File: src/rtl/calc_operand_sequencer.sv
// Serial operand feeder and result capture stage for the six-operand calculator.
// Gathers one burst of nibbles, holds them on the calculator, then registers the result.
module calc_operand_sequencer #(
  parameter int unsigned NUM_OPS = 6
) (
  input  logic       clk,
  input  logic       rst,
  input  logic       in_valid,
  output logic       in_ready,
  input  logic [3:0] in_data,
  input  logic [2:0] in_opt,
  input  logic       in_equ,
  output logic [3:0] calc_n0,
  output logic [3:0] calc_n1,
  output logic [3:0] calc_n2,
  output logic [3:0] calc_n3,
  output logic [3:0] calc_n4,
  output logic [3:0] calc_n5,
  output logic [2:0] calc_opt,
  output logic       calc_equ,
  input  logic [9:0] calc_out,
  output logic       out_valid,
  input  logic       out_ready,
  output logic [9:0] out_data
);

  typedef enum logic [1:0] {StIdle, StLoad, StCalc, StHold} state_e;

  state_e     state_q, state_d;
  logic [2:0] cnt_q, cnt_d;
  logic [3:0] ops_q [NUM_OPS];
  logic [2:0] opt_q;
  logic       equ_q;
  logic       out_valid_q;
  logic [9:0] out_data_q;

  logic load_first;
  logic load_beat;
  logic capture;
  logic out_clr;

  always_ff @(posedge clk or posedge rst) begin
    if (rst) begin
      state_q <= StIdle;
      cnt_q   <= 3'd0;
    end else begin
      state_q <= state_d;
      cnt_q   <= cnt_d;
    end
  end

  always_comb begin
    state_d    = state_q;
    cnt_d      = cnt_q;
    in_ready   = 1'b0;
    load_first = 1'b0;
    load_beat  = 1'b0;
    capture    = 1'b0;
    out_clr    = 1'b0;
    unique case (state_q)
      StIdle: begin
        in_ready = 1'b1;
        if (in_valid) begin
          load_first = 1'b1;
          cnt_d      = 3'd1;
          state_d    = StLoad;
        end
      end
      StLoad: begin
        in_ready = 1'b1;
        if (in_valid) begin
          load_beat = 1'b1;
          cnt_d     = cnt_q + 3'd1;
          if (cnt_q == 3'(NUM_OPS - 1)) begin
            state_d = StCalc;
          end
        end
      end
      StCalc: begin
        capture = 1'b1;
        state_d = StHold;
      end
      StHold: begin
        if (out_ready) begin
          out_clr = 1'b1;
          cnt_d   = 3'd0;
          state_d = StIdle;
        end
      end
      default: begin
        state_d = StIdle;
        cnt_d   = 3'd0;
      end
    endcase
  end

  // Operand registers only move on accepted beats, so they stay stable through CALC and HOLD.
  always_ff @(posedge clk or posedge rst) begin
    if (rst) begin
      for (int i = 0; i < NUM_OPS; i++) begin
        ops_q[i] <= 4'd0;
      end
      opt_q <= 3'd0;
      equ_q <= 1'b0;
    end else if (load_first) begin
      ops_q[0] <= in_data;
      opt_q    <= in_opt;
      equ_q    <= in_equ;
    end else if (load_beat) begin
      for (int i = 1; i < NUM_OPS; i++) begin
        if (cnt_q == 3'(i)) begin
          ops_q[i] <= in_data;
        end
      end
    end
  end

  always_ff @(posedge clk or posedge rst) begin
    if (rst) begin
      out_valid_q <= 1'b0;
      out_data_q  <= 10'd0;
    end else if (capture) begin
      out_valid_q <= 1'b1;
      out_data_q  <= calc_out;
    end else if (out_clr) begin
      out_valid_q <= 1'b0;
      out_data_q  <= 10'd0;
    end
  end

  assign calc_n0   = ops_q[0];
  assign calc_n1   = ops_q[1];
  assign calc_n2   = ops_q[2];
  assign calc_n3   = ops_q[3];
  assign calc_n4   = ops_q[4];
  assign calc_n5   = ops_q[5];
  assign calc_opt  = opt_q;
  assign calc_equ  = equ_q;
  assign out_valid = out_valid_q;
  assign out_data  = out_data_q;

endmodule

File: config.mk
export PLATFORM = sky130hd
export DESIGN_NAME = calc_operand_sequencer
export DESIGN_NICKNAME = d
export VERILOG_FILES = /design/src/rtl/calc_operand_sequencer.sv
export SDC_FILE = /design/constraint.sdc
export NUM_CORES = 1
export LEC_CHECK = 0
export CORE_MARGIN = 2
export CORE_UTILIZATION = 45
export CTS_CLUSTER_DIAMETER = 80
export CTS_CLUSTER_SIZE = 12
export DETAILED_ROUTE_END_ITERATION = 16
export GPL_TIMING_DRIVEN = 1
export HOLD_SLACK_MARGIN = 0.1
export PLACE_DENSITY_LB_ADDON = 0.15
export SYNTH_ARGS = -nofsm -noshare
export SYNTH_HDL_FRONTEND = slang
export SYNTH_SLANG_ARGS = --single-unit
File: constraint.sdc
create_clock -name clk -period 1.8 [get_ports clk]
set_input_delay 0.18 -clock clk [delete_from_list [all_inputs] [get_ports clk]]
set_output_delay 0.18 -clock clk [all_outputs]
set_load 0.02 [all_outputs]
== Word level (Yosys, flattened, before mapping) ==
Index checks and enable logic that the tools add are counted.

* Add/subtract/negate cells: 1
* Mux-type cells: 20
* Equality and inequality tests: 12
* Bitwise logic cells: 1
* Reduce and logical (&&, ||, !) cells: 11

{| class="wikitable"
|+ Operators with widths
! operator !! count
|-
| 10-bit two-way mux || 2
|-
| 3-bit AND reduction || 5
|-
| 1-bit two-way mux || 9
|-
| 3-bit two-way mux || 3
|-
| 3-bit one-hot mux with 3 select lines || 1
|-
| 2-bit two-way mux || 4
|-
| 2-bit != test (second input constant) || 4
|-
| 2-bit one-hot mux with 4 select lines || 1
|-
| 4-bit AND reduction || 2
|-
| 3-bit by 2-bit equality test with 1-bit output (second input constant) || 2
|-
| 3-bit equality test (second input constant) || 2
|-
| 2-bit equality test (second input constant) || 2
|-
| 3-bit by 1-bit adder with 3-bit output (second input constant) || 1
|-
| 3-bit by 1-bit equality test with 1-bit output (second input constant) || 1
|-
| 3-bit nonzero test || 1
|-
| 2-bit by 1-bit equality test with 1-bit output (second input constant) || 1
|-
| 2-bit zero test || 1
|-
| 2-bit nonzero test || 1
|-
| 2-bit OR reduction || 1
|-
| 1-bit inverter || 1
|}

* Input port bits: 22
* Output and inout bits: 40
* Word-level logic and storage cells: 57
* Flip-flop bits (word level): 44

== Longest topological paths before layout ==
* Depth after elaboration: 4
* Gate-level depth with buffers: 6
* Mapped depth without buffers: 5

== Worst setup path after synthesis ==
Ideal clock, no wire load.

* Path kind: reg-to-reg
* Start point: register state_q[0]
* End point: register state_q[1]
* Arrival time: 1.429 ns
* Clock period less this slack: 1.554 ns
* Stages on the path, launching flop included: 6
* Buffers on the path: 0
* Setup time: 0.125 ns
* Data required time: 1.675 ns
* Setup slack: 0.246 ns
* Path through: dfrtp_1 inv_1 ha_1 o21ba_2 a211oi_2 mux2_2

* Word-level cells in the longest chain between the ends: 3
* Elaborated cells between the ends (all ways): 10
* Classes of those cells: eq/ne (7); mux (1); reduce/logical (2)

{| class="wikitable"
|+ RTL lines
! element !! RTL line !! source
|-
| start, declared || 29 || <nowiki>state_e state_q, state_d;</nowiki>
|-
| start signal, assigned || 44 || <nowiki>state_q <= StIdle;</nowiki>
|-
| start signal, assigned || 47 || <nowiki>state_q <= state_d;</nowiki>
|-
| 2-bit by 1-bit equality test with 1-bit output (tied with other cells) || 60 || <nowiki>unique case (state_q)</nowiki>
|-
| 2-bit != test (no source line) || - ||
|-
| 4-bit AND reduction (no source line) || - ||
|}

Several ways; a longest one is shown, not always the timed one.
A chain may end at the register's enable or synchronous reset.

== Worst setup path in the final report ==
* Start point: register state_q[1]
* End point: register ops_q (netlist bit calc_n1[0])

* Word-level cells in the longest chain between the ends: 4
* Elaborated cells between the ends (all ways): 6
* Classes of those cells: eq/ne (1); mux (2); bitwise (1); reduce/logical (2)

{| class="wikitable"
|+ RTL lines
! element !! RTL line !! source
|-
| 2-bit zero test || 60 ||
|-
| 1-bit two-way mux || 60 ||
|-
| 1-bit inverter (no source line) || - ||
|-
| 3-bit AND reduction (no source line) * || - ||
|-
| end signal, assigned by index || 112 || <nowiki>ops_q[i] <= in_data;</nowiki>
|-
| end, declared || 31 || <nowiki>logic [3:0] ops_q [NUM_OPS];</nowiki>
|}

Every way passes the cells marked *; elsewhere a longest branch is shown, timed or not.

==> impl_metrics.tcl <==
set metrics [dict create \
    pre_cts_ws_ps 87.0 \
    yosysSeqAreaShare_pct 57.4 \
    status "finished, final reports clean" \
    hp-class "primary input to async pin" \
    internal_power_mw 3.04 \
    worst_slew_pin_slew_ps 414 \
    grt_usage_pct 18.0 \
    antenna_found_initial 0 \
    setup.worst_path.start "state_q[1]$_DFFE_PP0P_" \
    maxSlewViolCount 0 \
    crit_cells 6 \
    crit_type "flop to flop" \
    crit_path_cell_trace "inv_1 > ha_1 > buf_4 > and4bb_4 > nand2_4 > mux2_4" \
    worst-path-buf-inv 2 \
    synthesis.area_mm2 0.00192 \
    io_buffers 61 \
    ioPinCount 62 \
    fin_tns_setup_ps 0 \
    pwr-share-clk_pct 11.1 \
    wirelength_um 3890 \
    hpwlAfterDp_um 3030 \
    maxCapViolations 0 \
    grt_remaining_overflow 0 \
    finalCriticalPeriod_ps 1700 \
    power_switching_mw 1.76 \
    synth_area_per_cell_um2 14.7 \
    dieArea_mm2 0.00480 \
    seqPwrFrac_pct 35.2 \
    worstSkewPairLatency_ps 280 \
    num_antenna_cells 0 \
    crit_path_end_kind "flop" \
    final_area_mm2 0.00269 \
    htree_num_levels 2 \
    row_count 23 \
    holdWs_ps 241 \
    dp.cells 243 \
    final_common_cell "clkdlybuf4s50_1" \
    rsz0062_at_grt "false" \
    area_growth_pct 40.4 \
    rr_endpoint "calc_n1[0]$_DFFE_PP0P_" \
    clk_path_buf_depth 2 \
    clock_sinks 44 \
    route.detailed.drc 0 \
    gp_congestion 0.725 \
    dieWidth_um 69.3 \
    vdd_drop_max_mv 0.870 \
    syn-instance-count 130 \
    cts_tree "done" \
    nFillCells 287 \
    finalWorstSetupSlack_ps 104 \
    rrSetupSlack_ps 100 \
    yosysWarnings 0 \
    rr_worst_depth 6 \
    post-route-period-util_pct 94.2 \
    die_h_um 69.3 \
    grt_pass1_wl_um 6820 \
    r2r_start "state_q[1]$_DFFE_PP0P_" \
    numCtsBuffers 5 \
    first_pass_iters 2 \
    synth_top_area_share_pct 57.4 \
    coreArea_mm2 0.00406 \
    place_area_mm2 0.00263 \
    synth_cell_type_count 27 \
    cts-root-buf "clkbuf_8" \
    crit_family "flip-flops" \
    start_kind "flop" \
    fmax_mhz 590 \
    nNetsFinal 232 \
    synth_fp_nets 162 \
    final_cell_mix "clkdlybuf4s50_1, dfrtp_1, mux2_2" \
    power_leakage_nw 1.26 \
    finalHoldViolCount 0 \
    ys_ff_latch 44 \
    setup_violations 0 \
    ant_nets 0 \
    relSlewSlack_pct 72.2 \
    drive_gt1_share_pct 24.7 \
    arrival_ps 1860 \
    yosys-top-cells-area "dfrtp_1, mux2_2, ha_1" \
    endpoint "calc_n1[0]$_DFFE_PP0P_" \
    drt_iter0_drc 48 \
    synth_top_area_cell "dfrtp_1" \
    fin_util_pct 66.3 \
    clk_pin_slew_ps 70 \
    p_sw_share_pct 36.7 \
    avgViaCountPerCell 5.06 \
    cts_setup_buffers 0 \
    finalPower_mw 4.81 \
    clock_skew_ps 3.71 \
    worstPathRequired_ps 1970 \
    combPwrFrac_pct 53.7 \
    num_vias 1255 \
    start_util_pct 47.2 \
    grt_pass1_vias 1406 \
    instances_no_fill 248 \
    wl_per_cell_um 15.7 \
    grt_max_degree 45 \
    crit_fanout 9 \
    cpPeakStageDelay_ps 410 \
    crit_slowest_cell "dfrtp_1" \
    power_density_mw_per_mm2 1790 \
]
[state kept, by name, indices dropped and copies added (netlist names)]
signal / count
calc_n3: 4
cnt_q: 3
calc_n4: 4
calc_n0: 4
calc_n5: 4
state_q: 2
out_data: 10
calc_n2: 4
calc_equ: 1
calc_n1: 4
out_valid: 1
calc_opt: 3
[synthesized netlist by cell type]
| library cell | n |
|---|---|
| a211oi_2 | 1 |
| a21o_1 | 1 |
| a21oi_2 | 1 |
| a22o_1 | 10 |
| and4bb_4 | 1 |
| buf_4 | 1 |
| clkbuf_1 | 2 |
| dfrtp_1 | 44 |
| ha_1 | 10 |
| inv_1 | 6 |
| mux2_2 | 21 |
| mux2_4 | 8 |
| mux2i_1 | 3 |
| nand2_1 | 4 |
| nand2_4 | 2 |
| nand2b_1 | 1 |
| nand3_1 | 1 |
| nand4_1 | 2 |
| nor2_1 | 2 |
| nor2b_1 | 2 |
| nor2b_2 | 1 |
| nor3_1 | 1 |
| o21ba_2 | 1 |
| o31ai_1 | 1 |
| o41ai_1 | 1 |
| or2_2 | 1 |
| or3_1 | 1 |
[tightest hold or removal path, stage by stage]
cell and delay (ps):
clkdlybuf4s50_1 410, clkinv_1 70, buf_12 240
[metal layers]
metal,part of all wire [%],wire [µm],track usage (%)
met1,42,1630,21.5
met5,0,0,0
met2,51,2000,31.3
met3,6.3,245,5.96
met4,0.44,17,4.58
[final cells by class]
type	instances	area (µm²)	area share, %
multi-input combinational	77	781	29.0
timing repair buffer	66	656	24.4
inverter	6	22.5	0.837
sequential	44	1100	40.9
clock buffer	5	68.8	2.56
tap	50	62.6	2.32
[what timing repair did]
| action | 4_1_cts | 5_1_grt |
|---|---|---|
| gates cloned | 0 | 0 |
| endpoints found under the setup margin | 1 | 5 |
| hold buffers | 0 | 0 |
| gates resized for setup | 2 | 2 |
| pin swaps | 0 | 1 |
| endpoints found under the hold margin | 0 | 0 |
[kinds of logic after synthesis]
group           count (synthesis)  synth area share, %
flops                          44                 57.4
mux                            32                 20.2
simple gates                   19                 6.46
compound gates                 16                 7.44
fa+ha+maj                      10                 6.53
buf+inv                         9                 1.96
[how the worst min path moves through the flow]
stage	start	end	slack (ps)
2_1_floorplan	calc_out[0]	out_data[0]$_DFFE_PP0P_	330
3_3_place_gp	out_valid$_DFFE_PP0P_	out_valid$_DFFE_PP0P_	470
3_5_place_dp	out_valid$_DFFE_PP0P_	out_valid$_DFFE_PP0P_	470
4_1_cts	rst	out_data[3]$_DFFE_PP0P_	250
5_1_grt	rst	calc_opt[2]$_DFFE_PP0P_	270
6_report	rst	out_data[9]$_DFFE_PP0P_	240
[power by group through the flow]
stage               Clock [mW]  Sequential (mW)  Combinational, mW
floorplan                    0             2.14               1.04
global placement             0             1.68               2.56
detailed placement           0             1.70               2.63
CTS                      0.557             1.70               2.62
global route             0.609             1.75               2.77
finish                   0.534             1.69               2.58
Note: power is estimated with default switching activity, not from simulation.
